<file path="src/rtl/cmd_seq_pkg.sv">
// Shared state type, command byte constants and script entry layout for cmd_seq_player.
package cmd_seq_pkg;

   typedef enum logic [2:0] {IDLE, LOAD, SEND, WAIT_DONE, GAP} state_t;

   localparam logic [7:0] CMD_GO   = 8'h47;
   localparam logic [7:0] CMD_STOP = 8'h53;

   // Default-width entry; the player rebuilds the same {cmd, dly} layout from its own parameters.
   typedef struct packed {
      logic [7:0]  cmd;
      logic [15:0] dly;
   } entry_t;

endpackage

</file>
<file path="src/rtl/cmd_seq_mem.sv">
// Script register file: DEPTH entries, one synchronous write port, one asynchronous read port.
// Contents are deliberately not reset; entries are undefined until written.
module cmd_seq_mem #(
   parameter int DEPTH = 8,
   parameter int WIDTH = 24
) (
   input  logic                     clk,
   input  logic                     wr_en,
   input  logic [$clog2(DEPTH)-1:0] wr_addr,
   input  logic [WIDTH-1:0]         wr_data,
   input  logic [$clog2(DEPTH)-1:0] rd_addr,
   output logic [WIDTH-1:0]         rd_data
);

   logic [WIDTH-1:0] mem [DEPTH];

   always_ff @(posedge clk) begin
      if (wr_en && (int'(wr_addr) < DEPTH))
         mem[wr_addr] <= wr_data;
   end

   assign rd_data = mem[rd_addr];

endmodule

</file>
<file path="src/rtl/cmd_seq_player.sv">
// Plays a programmed script of command bytes into UART_tx over trmt/tx_done with per-entry gaps.
// Optional tx_done watchdog is built only when CMD_SEQ_TIMEOUT_EN is defined.
module cmd_seq_player
   import cmd_seq_pkg::*;
#(
   parameter int DEPTH       = 8,
   parameter int DATA_W      = 8,
   parameter int DLY_W       = 16,
   parameter int TIMEOUT_CYC = 100000
) (
   input  logic                       clk,
   input  logic                       rst,
   input  logic                       wr_en,
   input  logic [$clog2(DEPTH)-1:0]   wr_addr,
   input  logic [DATA_W-1:0]          wr_cmd,
   input  logic [DLY_W-1:0]           wr_dly,
   input  logic [$clog2(DEPTH+1)-1:0] num_cmds,
   input  logic                       loop_mode,
   input  logic                       start,
   input  logic                       abort,
   output logic                       trmt,
   output logic [DATA_W-1:0]          tx_data,
   input  logic                       tx_done,
   output logic                       busy,
   output logic                       done,
   output logic [$clog2(DEPTH)-1:0]   cur_idx,
   output logic                       err
);

   localparam int IDX_W = $clog2(DEPTH);
   localparam int CNT_W = $clog2(DEPTH+1);

   typedef struct packed {
      logic [DATA_W-1:0] cmd;
      logic [DLY_W-1:0]  dly;
   } ent_t;

   state_t           state;
   ent_t             wr_ent;
   ent_t             rd_ent;
   logic [CNT_W-1:0] num_lat;
   logic [CNT_W-1:0] num_clamped;
   logic             loop_lat;
   logic [DLY_W-1:0] gap_cnt;
   logic             last_entry;
   logic             wd_expired;

   assign wr_ent      = {wr_cmd, wr_dly};
   assign num_clamped = (int'(num_cmds) > DEPTH) ? CNT_W'(DEPTH) : num_cmds;
   assign last_entry  = ((CNT_W'(cur_idx) + CNT_W'(1)) == num_lat);
   assign busy        = (state != IDLE);

   cmd_seq_mem #(
      .DEPTH (DEPTH),
      .WIDTH (DATA_W + DLY_W)
   ) u_mem (
      .clk     (clk),
      .wr_en   (wr_en),
      .wr_addr (wr_addr),
      .wr_data (wr_ent),
      .rd_addr (cur_idx),
      .rd_data (rd_ent)
   );

   // The gap length stays in gap_cnt from LOAD until tx_done, so it also picks GAP versus LOAD.
   always_ff @(posedge clk) begin
      if (rst) begin
         state    <= IDLE;
         trmt     <= 1'b0;
         tx_data  <= '0;
         done     <= 1'b0;
         cur_idx  <= '0;
         num_lat  <= '0;
         loop_lat <= 1'b0;
         gap_cnt  <= '0;
      end else begin
         trmt <= 1'b0;
         done <= 1'b0;
         if (abort) begin
            state <= IDLE;
         end else begin
            unique case (state)
               IDLE: begin
                  if (start) begin
                     num_lat  <= num_clamped;
                     loop_lat <= loop_mode;
                     cur_idx  <= '0;
                     if (num_clamped == '0)
                        done <= 1'b1;
                     else
                        state <= LOAD;
                  end
               end
               LOAD: begin
                  tx_data <= rd_ent.cmd;
                  gap_cnt <= rd_ent.dly;
                  trmt    <= 1'b1;
                  state   <= SEND;
               end
               SEND: begin
                  state <= WAIT_DONE;
               end
               WAIT_DONE: begin
                  if (tx_done) begin
                     if (last_entry && !loop_lat) begin
                        done  <= 1'b1;
                        state <= IDLE;
                     end else begin
                        cur_idx <= last_entry ? '0 : cur_idx + IDX_W'(1);
                        state   <= (gap_cnt == '0) ? LOAD : GAP;
                     end
                  end else if (wd_expired) begin
                     state <= IDLE;
                  end
               end
               GAP: begin
                  gap_cnt <= gap_cnt - DLY_W'(1);
                  if (gap_cnt <= DLY_W'(1))
                     state <= LOAD;
               end
               default: state <= IDLE;
            endcase
         end
      end
   end

`ifdef CMD_SEQ_TIMEOUT_EN
   localparam int WD_W = $clog2(TIMEOUT_CYC + 1);

   logic [WD_W-1:0] wd_cnt;
   logic            err_r;

   assign wd_expired = (wd_cnt == WD_W'(TIMEOUT_CYC - 1));
   assign err        = err_r;

   // Watchdog counts cycles spent in WAIT_DONE; err stays set until the next accepted start.
   always_ff @(posedge clk) begin
      if (rst) begin
         wd_cnt <= '0;
         err_r  <= 1'b0;
      end else begin
         if (state != WAIT_DONE)
            wd_cnt <= '0;
         else if (!tx_done)
            wd_cnt <= wd_cnt + WD_W'(1);
         if (!abort) begin
            if (state == IDLE && start)
               err_r <= 1'b0;
            else if (state == WAIT_DONE && !tx_done && wd_expired)
               err_r <= 1'b1;
         end
      end
   end
`else
   assign wd_expired = 1'b0;
   assign err        = 1'b0;
`endif

endmodule

</file>
<file path="config.mk">
export PLATFORM = sky130hd
export DESIGN_NAME = cmd_seq_player
export DESIGN_NICKNAME = d
export VERILOG_FILES = /design/src/rtl/cmd_seq_pkg.sv /design/src/rtl/cmd_seq_mem.sv /design/src/rtl/cmd_seq_player.sv
export SDC_FILE = /design/constraint.sdc
export NUM_CORES = 1
export LEC_CHECK = 0
export ABC_AREA = 1
export CELL_PAD_IN_SITES_DETAIL_PLACEMENT = 2
export CELL_PAD_IN_SITES_GLOBAL_PLACEMENT = 2
export CORE_ASPECT_RATIO = 0.7
export CORE_UTILIZATION = 36
export CTS_CLUSTER_SIZE = 10
export DETAILED_ROUTE_END_ITERATION = 6
export GPL_TIMING_DRIVEN = 0
export PLACE_DENSITY = 0.72
export SETUP_SLACK_MARGIN = 0.15
export SYNTH_ARGS = -nofsm -noshare
export SYNTH_HDL_FRONTEND = slang
export SYNTH_SLANG_ARGS = --single-unit
export TNS_END_PERCENT = 1
</file>
<file path="constraint.sdc">
create_clock -name clk -period 2 [get_ports clk]
set_input_delay 0.4 -clock clk [delete_from_list [all_inputs] [get_ports clk]]
set_output_delay 0.4 -clock clk [all_outputs]
set_load 0.02 [all_outputs]
</file>
==> impl_metrics.py <==
metrics = {
    "outcome": {
        "outcome": "completed",
    },
    "yosys": {
        "syn_area_um2": 9610,
        "yosysMostFrequentCell": "edfxtp_1",
        "synth_area_leader_cell": "edfxtp_1",
        "ys_async_sr_fraction_pct": 0,
        "synth_cell_types": 33,
        "yosysSeqAreaShare_pct": 68.4,
        "ys_ff_latch": 232,
        "synth_area_per_cell_um2": 11.0,
        "synth_nets": 911,
        "synth_top_flop_cell": "edfxtp_1",
        "synth_warnings": 0,
        "synth_commonest_cells": "192 x edfxtp_1, 179 x nor2_1, 108 x o21ai_0",
        "synth_edf_count": 192,
        "synthCells": 870,
        "synth_top_area_share_pct": 60.0,
        "yosys-top-cells-area": "edfxtp_1 60%, dfxtp_1 8.3%, nor2_1 7.0%, o21ai_0 5.6%, nand2_1 3.5%",
    },
    "cells_and_area": {
        "final_nets": 999,
        "n_antenna_cell": 0,
        "areaGrowthSynthToFinish_pct": 21.0,
        "drive_gt1_share_pct": 11.7,
        "design_area_um2": 11600,
        "nFillCells": 2690,
    },
    "place": {
        "dp_slack_ns": -0.427,
        "io_buffers": 51,
        "placed_cell_area_um2": 10700,
        "gp_congestion": 0.742,
        "place_hpwl_um": 21200,
    },
    "clocking": {
        "path_clk_slew_ns": 0.06,
        "cts-buffers-inserted": 27,
        "clockBufferDepth": 3,
        "cts_root_buf": "clkbuf_16",
        "clkSinkCount": 232,
        "htreeDepth": 1,
        "hold_buffers": 0,
        "clk_latency_ns": 0.53,
        "cts_tree": "built",
    },
    "critical_path": {
        "crit_arrival_ns": 2.27,
        "start_kind": "flop",
        "critical-path-slowest-cell": "clkbuf_1",
        "end_kind": "flop",
        "critPathTopFamily": "buffers and inverters",
        "cp_slowest_stage_delay_ns": 0.60,
        "worstPathMaxFanout": 10,
        "cp_cell_sequence": "buf_2 > clkbuf_1 > o211ai_1 > o211ai_1 > a21oi_1",
        "critical_path.most_common_cell": "o211ai_1",
        "cp.required_ns": 2.41,
        "criticalPathCategory": "reg2reg",
        "crit_buf_inv": 2,
    },
    "timing": {
        "clock_skew_ns": 0.00879,
        "worstMarginPinSlew_ns": 1.06,
        "finalMaxSlewViolations": 0,
        "min_period_ns": 1.86,
        "rsz0062_at_grt": "true",
        "setup_viol": 0,
        "fin_ws_ns": 0.135,
        "slew_headroom_pct": 29.2,
        "fmax_mhz": 536,
        "final_hold_viol_count": 0,
        "timing.final.crit_share_pct": 93.2,
    },
    "detailed_routing": {
        "vias_per_cell": 5.34,
        "route.antenna.remaining_nets": 0,
        "drt-wirelength-per-cell_um": 23.7,
        "dr.pass1.iters": 5,
        "drc": 0,
        "finalWirelength_um": 31700,
        "drtIter0Drc": 451,
        "vias": 7136,
    },
    "die": {
        "die_w_um": 197,
        "die_y_um": 139,
        "pin_count": 53,
        "num_rows": 49,
        "initial_utilization_pct": 37.0,
        "coreArea_um2": 25900,
        "die-area_um2": 27300,
    },
    "global_route": {
        "track_usage_pct": 23.7,
        "grt_max_degree": 25,
        "antenna_found_initial": 1,
        "overflow": 0,
        "grt_pass1_wl_um": 48100,
        "grt_pass1_vias": 7909,
    },
    "power": {
        "power_uw": 11500,
        "cellLeakagePower_uw": 0.00410,
        "p_per_area_nw_per_um2": 992,
        "max-vdd-ir-drop_v": 0.000688,
    },
    "worst_hold_path": {
        "worstHoldPathType": "reg2reg",
    },
    "run": {
        "maxCapViolations": 0,
    },
}
## per-layer routing
metal  GRT usage [%]  vias to the layer above  wire, um
li1                -                     3263         -
met1            32.1                     3680     14500
met2            39.4                      140     15300
met3            3.77                       51      1280
met4            6.32                        2       672
met5               0                        -        17
## cell usage in the layout (no fill, tap or decap), types with 28 or more instances in the layout
cell type,instances
nand3_1,40
nor2_1,165
clkdlybuf4s50_1,37
edfxtp_1,192
dfxtp_1,35
nand2_1,89
inv_1,45
clkbuf_16,28
a21oi_1,30
o21ai_0,105
## cell families after synthesis
logic type / count (synthesis) / share of synthesized area (%)
AO/OA/AOI/OAI: 213 / 12.8
buffers and inverters: 96 / 4.47
adder cells (fa/ha/maj): 3 / 0.391
other: 1 / 0.0390
AND/OR/NAND/NOR: 322 / 13.7
flip-flops: 232 / 68.4
XOR/XNOR: 3 / 0.274
## area by class of cell
| type | instances | area, um^2 | area share, % |
|---|---|---|---|
| Sequential cell | 232 | 6570 | 56.5 |
| Buffer | 44 | 267 | 2.29 |
| Clock inverter | 2 | 13.8 | 0.118 |
| Multi-Input combinational cell | 542 | 2710 | 23.3 |
| Tap cell | 357 | 447 | 3.84 |
| Inverter | 52 | 209 | 1.80 |
| Timing Repair Buffer | 59 | 634 | 5.46 |
| Clock buffer | 48 | 776 | 6.67 |
## repair_timing
item | CTS | global route
pin swaps | 2 | 4
gates resized for setup | 36 | 34
buffers inserted | 0 | 3
setup endpoints to repair | 70 | 104
## state kept, by name, indices dropped and copies added (netlist names), named ones only
| name | count |
|---|---|
| u_mem.mem | 192 |
| tx_data | 8 |
| num_lat | 4 |
| done | 1 |
| state | 3 |
| loop_lat | 1 |
| trmt | 1 |
| gap_cnt | 16 |
| cur_idx | 3 |
## per-stage QoR
step / util, % / std cells / setup TNS [ns] / hold WS, ns
4_1_cts: 44.6 / 1333 / -0.0304 / 0.465
5_1_grt: 44.8 / 1336 / 0 / 0.495
2_1_floorplan: - / 870 / 0 / 0.444
3_5_place_dp: 41.4 / 1283 / -43.21 / 0.464
6_report: 44.8 / 1336 / 0 / 0.470
3_3_place_gp: 40.7 / 1278 / -279.98 / 0.458
## power breakdown
| part | internal (uW) | switching (uW) |
|---|---|---|
| Clock | 2610 | 1920 |
| Combinational | 467 | 1040 |
| Sequential | 5420 | 89.3 |
## worst register-to-register path: stages, from the launching register on
cell      delay [ns]
dfxtp_1         0.31
buf_2           0.27
clkbuf_1        0.60
o211ai_1        0.19
o211ai_1        0.25
a21oi_1         0.12
## final timing paths
| check | slack, ns | endpoint | cells after the start | start |
|---|---|---|---|---|
| max | 0.14 | gap_cnt[8]$_SDFFE_PP0P_ | 5 | flop |
| min | 0.47 | tx_data[4]$_SDFFE_PP0P_ | 2 | tx_data[4]$_SDFFE_PP0P_ |
| max reg2reg | 0.14 | gap_cnt[8]$_SDFFE_PP0P_ | 5 | flop |
| min reg2reg | 0.47 | tx_data[4]$_SDFFE_PP0P_ | 2 | tx_data[4]$_SDFFE_PP0P_ |
Note: power is estimated with default switching activity, not from simulation.
